### src/rtl/param_chain_loader_pkg.sv
// Shared definitions for the neuron parameter-chain loader: chain geometry helpers and FSM states.
package param_chain_loader_pkg;

    typedef enum logic [1:0] {StIdle, StLoad, StDone} state_e;

    function automatic int unsigned chain_bits(input int unsigned neurons,
                                               input int unsigned inputs,
                                               input int unsigned bias_bits);
        return neurons * (inputs + bias_bits);
    endfunction

    function automatic int unsigned load_bytes(input int unsigned bits);
        return (bits + 7) / 8;
    endfunction

    // Valid bits carried by the final byte of a load (8 when the chain is a whole number of bytes).
    function automatic int unsigned tail_bits(input int unsigned bits);
        return (bits % 8 == 0) ? 8 : bits % 8;
    endfunction

    localparam int unsigned CHAIN_BITS = chain_bits(8, 8, 3);
    localparam int unsigned LOAD_BYTES = load_bytes(CHAIN_BITS);

endpackage

### src/rtl/param_chain_loader_byte_serializer.sv
// 8-bit parallel-load, MSB-first shift register with a valid-bit count and early ready.
module param_chain_loader_byte_serializer (
    input  logic       clk_i,
    input  logic       rst_ni,
    input  logic       clear_i,
    input  logic       load_i,
    input  logic [7:0] data_i,
    input  logic [3:0] nbits_i,
    input  logic       shift_i,
    output logic       bit_o,
    output logic       valid_o,
    output logic       ready_o
);

    logic [7:0] sr_q, sr_d;
    logic [3:0] cnt_q, cnt_d;

    // A load may overlap the shift of the last valid bit, giving gapless streaming.
    always_comb begin
        sr_d  = sr_q;
        cnt_d = cnt_q;
        if (clear_i) begin
            sr_d  = '0;
            cnt_d = '0;
        end else if (load_i) begin
            sr_d  = data_i;
            cnt_d = nbits_i;
        end else if (shift_i && cnt_q != 4'd0) begin
            sr_d  = {sr_q[6:0], 1'b0};
            cnt_d = cnt_q - 4'd1;
        end
    end

    always_ff @(posedge clk_i) begin
        if (!rst_ni) begin
            sr_q  <= '0;
            cnt_q <= '0;
        end else begin
            sr_q  <= sr_d;
            cnt_q <= cnt_d;
        end
    end

    assign bit_o   = sr_q[7];
    assign valid_o = cnt_q != 4'd0;
    assign ready_o = cnt_q <= 4'd1;

endmodule

### src/rtl/param_chain_loader.sv
// Serialises parameter bytes onto the neuron setup/param shift chain and returns the
// bits falling out of the far end as readback bytes.
module param_chain_loader
    import param_chain_loader_pkg::*;
#(
    parameter int unsigned NEURONS   = 8,
    parameter int unsigned INPUTS    = 8,
    parameter int unsigned BIAS_BITS = 3
) (
    input  logic       clk,
    input  logic       rst_n,
    input  logic       start,
    input  logic [7:0] in_data,
    input  logic       in_valid,
    output logic       in_ready,
    output logic       setup,
    output logic       param_out,
    input  logic       chain_in,
    output logic [7:0] readback_data,
    output logic       readback_valid,
    output logic       busy,
    output logic       done
);

    localparam int unsigned NUM_BITS  = chain_bits(NEURONS, INPUTS, BIAS_BITS);
    localparam int unsigned NUM_BYTES = load_bytes(NUM_BITS);
    localparam int unsigned CNT_W     = $clog2(NUM_BITS + 1);
    localparam int unsigned BYTE_W    = $clog2(NUM_BYTES + 1);
    localparam logic [3:0]  TAIL      = 4'(tail_bits(NUM_BITS));

    state_e            state_q;
    logic [CNT_W-1:0]  rem_q;
    logic [BYTE_W-1:0] bytes_left_q;
    logic [7:0]        col_q;
    logic [2:0]        col_cnt_q;

    logic       ser_bit, ser_valid, ser_ready;
    logic       accept, shift, last_byte, last_sample;
    logic [3:0] ser_nbits, col_n;
    logic [7:0] col_cat;

    assign in_ready    = (state_q == StLoad) && ser_ready && (bytes_left_q != '0);
    assign accept      = in_ready && in_valid;
    assign shift       = (state_q == StLoad) && ser_valid;
    assign last_byte   = bytes_left_q == BYTE_W'(1);
    assign ser_nbits   = last_byte ? TAIL : 4'd8;
    assign col_cat     = {col_q[6:0], chain_in};
    assign col_n       = {1'b0, col_cnt_q} + 4'd1;
    // rem_q reaches zero once the final bit is on param_out; that cycle's sample is the last.
    assign last_sample = setup && (rem_q == '0);

    param_chain_loader_byte_serializer u_tx (
        .clk_i   (clk),
        .rst_ni  (rst_n),
        .clear_i (state_q != StLoad),
        .load_i  (accept),
        .data_i  (in_data),
        .nbits_i (ser_nbits),
        .shift_i (shift),
        .bit_o   (ser_bit),
        .valid_o (ser_valid),
        .ready_o (ser_ready)
    );

    always_ff @(posedge clk) begin
        if (!rst_n) begin
            state_q        <= StIdle;
            rem_q          <= '0;
            bytes_left_q   <= '0;
            col_q          <= '0;
            col_cnt_q      <= '0;
            setup          <= 1'b0;
            param_out      <= 1'b0;
            readback_data  <= '0;
            readback_valid <= 1'b0;
            busy           <= 1'b0;
            done           <= 1'b0;
        end else begin
            setup          <= 1'b0;
            done           <= 1'b0;
            readback_valid <= 1'b0;

            // Partial final group is left-aligned with zero padding.
            if (setup) begin
                if (col_n == 4'd8 || last_sample) begin
                    readback_data  <= col_cat << (4'd8 - col_n);
                    readback_valid <= 1'b1;
                    col_q          <= '0;
                    col_cnt_q      <= '0;
                end else begin
                    col_q     <= col_cat;
                    col_cnt_q <= col_cnt_q + 3'd1;
                end
            end

            unique case (state_q)
                StIdle: begin
                    if (start) begin
                        state_q      <= StLoad;
                        rem_q        <= CNT_W'(NUM_BITS);
                        bytes_left_q <= BYTE_W'(NUM_BYTES);
                        busy         <= 1'b1;
                    end
                end
                StLoad: begin
                    if (shift) begin
                        setup     <= 1'b1;
                        param_out <= ser_bit;
                        rem_q     <= rem_q - CNT_W'(1);
                    end
                    if (accept) begin
                        bytes_left_q <= bytes_left_q - BYTE_W'(1);
                    end
                    if (last_sample) begin
                        state_q <= StDone;
                        done    <= 1'b1;
                        busy    <= 1'b0;
                    end
                end
                StDone: state_q <= StIdle;
                default: state_q <= StIdle;
            endcase
        end
    end

endmodule

### config.mk
export PLATFORM = sky130hd
export DESIGN_NAME = param_chain_loader
export DESIGN_NICKNAME = d
export VERILOG_FILES = /design/src/rtl/param_chain_loader_pkg.sv /design/src/rtl/param_chain_loader_byte_serializer.sv /design/src/rtl/param_chain_loader.sv
export SDC_FILE = /design/constraint.sdc
export NUM_CORES = 1
export LEC_CHECK = 0
export CORE_MARGIN = 3
export CORE_UTILIZATION = 56
export DETAILED_ROUTE_END_ITERATION = 6
export PLACE_DENSITY = 0.87
export SLEW_MARGIN = 20
export SYNTH_ARGS = -nofsm -noshare
export SYNTH_HDL_FRONTEND = slang
export SYNTH_SLANG_ARGS = --single-unit
### constraint.sdc
create_clock -name clk -period 2.3 [get_ports clk]
set_input_delay 0.46 -clock clk [delete_from_list [all_inputs] [get_ports clk]]
set_output_delay 0.46 -clock clk [all_outputs]
set_load 0.02 [all_outputs]
==> metrics.txt <==
outcome=finished clean; clock latency on the worst-skew pair=0.30 ns; placed cell areas=0.00273 sq mm; via/cell ratio=5.73; cell area power density=558 mW/mm^2; CP max FO=6; number of max-cap violations=0; number of flops mapped to enable cells by yosys=0; critical path startpoint category=register; worst setup slack for register-to-register paths=0.28 ns; cells taking the most area after synthesis=sky130_fd_sc_hd__dfxtp_1 (40%), sky130_fd_sc_hd__nand2_1 (4.8%), sky130_fd_sc_hd__mux4_2 (4.7%); clock root buffer master=sky130_fd_sc_hd__clkbuf_8; share of synthesized area occupied by flip-flops and latches=0.400; kind of path behind the tightest hold check=register to register; commonest cells in the synthesized netlist=sky130_fd_sc_hd__dfxtp_1 (48), sky130_fd_sc_hd__nand2_1 (31), sky130_fd_sc_hd__nor2_1 (25); Iter 0 DRT Violations=233; number of cells after detailed placement=336; height of the chip=71.5 um; top cell type by total area after synthesis=sky130_fd_sc_hd__dfxtp_1; total clock buffers created by CTS=5; NumNets Final=between 300 and 400; total inserted antenna cells=0; starting density of the core=0.592; final cycle utilization of the critical path=0.939; Avg WL per Cell=about 14 um; distinct cell type count after synthesis=54; final number of max-transition violations=0; Crit Path Category=register to primary output; total global routing overflow=0; headroom to the max-slew limit=0.607; startpoint of the worst register-to-register path=col_cnt_q[1]; tightest hold margin=0.460 ns; share of the core filled with cells=0.697; number of iterations in the first detailed-routing pass=4; Chip Width=71.5 um; Final Setup Violations=0; setup slack at placement=around 0.20 ns; most common cell in the synthesized netlist=sky130_fd_sc_hd__dfxtp_1; antenna violations before repair=0; number of I/O pins=27; RSZ-0062 raised after global routing=no; final clock skew=0.0103 ns; maximum ir drop on the vdd rail=0.447 mV; maximum frequency from static timing analysis=between 0.4 and 0.5 GHz; number of hold violations in the final report=0; total routed wire length on the met1 layer=between 2000 and 2500 um; maximum root-to-sink buffer count=2; via count of the first global-routing pass=1841; Sum Neg Setup Slack=0 ns; floorplan die area=~0.0051 sq mm; destination of the worst hold path=readback_data[4]; fin area=0.00283 sq mm; synthesized flop and latch total=48; Net Count, Synth=285; row cnt=23; worst path required time=1.84 ns; clock-pin slew reported for the worst setup and hold paths after clock tree synthesis=0.09 ns; wire length after detailed routing=4830 um; prevailing post-synth register cell=sky130_fd_sc_hd__dfxtp_1; time the worst path needs with I/O delays and setup=2.16 ns; type of destination of the critical path=primary output; count of vias placed by the detailed router=1971; pin count of the biggest net entering global routing=17; H-tree lvl count=2; post-detail-place hpwl=between 3000 and 4000 um; max layer used=met4; ys async rst share=0; number of cells on the worst hold path=2; RePlAce Congestion=about 0.84; global-route wire length before repair=8540 um; met3 routed WL=225 um; HP Start=readback_data[4]; Register-to-Register Path Depth=5; clock tree from TritonCTS=done; post-route ant nets=0; Crit Reg-Reg Endpoint=readback_data[6]; count of buffers inserted at the top-level ports=26; Avg Synthesized Cell Area=~9 sq um; leakage dissipation=0.946 nW; routed wire length on met2=2280 um; smallest setup slack after layout=approximately 0.14 ns; final total power=1.58 mW; Finished Layout Cells=344; number of synthesis warnings=0; cell count after synthesis=266; WP data arrival=1.70 ns; # DRC=0; clock sink count=48; Total Routing Usage GR=0.206; layout cells sized above 1=0.116; Slew @ Worst Pin=around 0.6 ns; cell area after synthesis=roughly 0.0024 sq mm; synth-to-layout area growth=17.7%; core area=0.00406 sq mm; share of the synthesized area in the top cell type=0.400
-- kinds of logic (layout without fill, tap and decap cells) --
logic type	after synthesis	after routing	synth area share
AND/OR/NAND/NOR	103	103	0.226
AO/OA/AOI/OAI	54	54	0.167
buffers and inverters	31	59	0.0531
adder cells (fa/ha/maj)	6	6	0.0312
multiplexers	17	17	0.0973
flip-flops	48	48	0.400
XOR/XNOR	7	7	0.0255
-- cell type report --
class / count / area [sq um]
Clock inverter: 2 / 15.0
Tap cell: 50 / 62.6
Inverter: 15 / 56.3
Timing Repair Buffer: 36 / 335
Clock buffer: 6 / 82.6
Fill cell: 310 / 1230
Multi-Input combinational cell: 187 / 1320
Sequential cell: 48 / 962
-- routing by layer --
| metal | up-vias | track usage |
|---|---|---|
| li1 | 1007 | - |
| met1 | 911 | 0.284 |
| met2 | 49 | 0.328 |
| met3 | 4 | 0.0435 |
| met4 | 0 | 0.0564 |
| met5 | - | 0 |
-- flip-flops by register name, summed over array words and instances (netlist names) --
signal / count
busy: 1
bytes_left_q: 4
col_cnt_q: 3
col_q: 7
done: 1
param_out: 1
readback_data: 8
readback_valid: 1
rem_q: 7
setup: 1
state_q: 2
u_tx.cnt_q: 4
u_tx.sr_q: 8
-- worst max path at each step --
stage,startpoint,endpoint,slack (ns)
global placement,u_tx.cnt_q[0],in_ready,0.24
finish,u_tx.cnt_q[1],in_ready,0.14
global route,u_tx.cnt_q[1],in_ready,0.03
detailed placement,u_tx.cnt_q[0],in_ready,0.20
floorplan,u_tx.cnt_q[0],bytes_left_q[1],0.63
CTS,u_tx.cnt_q[0],in_ready,0.07
-- worst max-delay path, cell delays in order (launching register included) --
cell and delay (ns):
sky130_fd_sc_hd__dfxtp_1 0.37, sky130_fd_sc_hd__inv_1 0.07, sky130_fd_sc_hd__ha_1 0.24, sky130_fd_sc_hd__or2_2 0.32, sky130_fd_sc_hd__nand2_1 0.07, sky130_fd_sc_hd__nor2_1 0.04
sky130_fd_sc_hd__clkdlybuf4s15_1 0.29
-- what timing repair did --
action	CTS	global route
setup endpoints to repair	1	1
hold buffers	0	0
setup buffers	0	0
gates resized for setup	1	2
-- placed cells by master (no fill, tap or decap), drive strengths merged, types with 2 or more instances in the layout --
cell / count
o21a: 3
mux2i: 11
nor2b: 4
inv: 15
nand2: 32
a31oi: 3
dfxtp: 48
o22ai: 2
or3: 3
and2: 2
nor2: 25
o32ai: 6
nand4b: 2
a311oi: 8
xor2: 2
nand3b: 2
nand2b: 5
a21oi: 10
clkdlybuf4s50: 25
xnor2: 5
clkbuf: 6
clkinvlp: 2
buf: 10
ha: 6
mux4: 5
o21ai: 5
nor3b: 5
or3b: 2
a21boi: 6
nand3: 5
nor3: 7
nand4: 2
-- power by group --
| group | internal, mW | switching, mW | total, mW |
|---|---|---|---|
| logic | 0.0875 | 0.0902 | 0.178 |
| registers | 0.853 | 0.0201 | 0.873 |
| clock network | 0.243 | 0.284 | 0.528 |
Note: power is estimated with default switching activity, not from simulation.
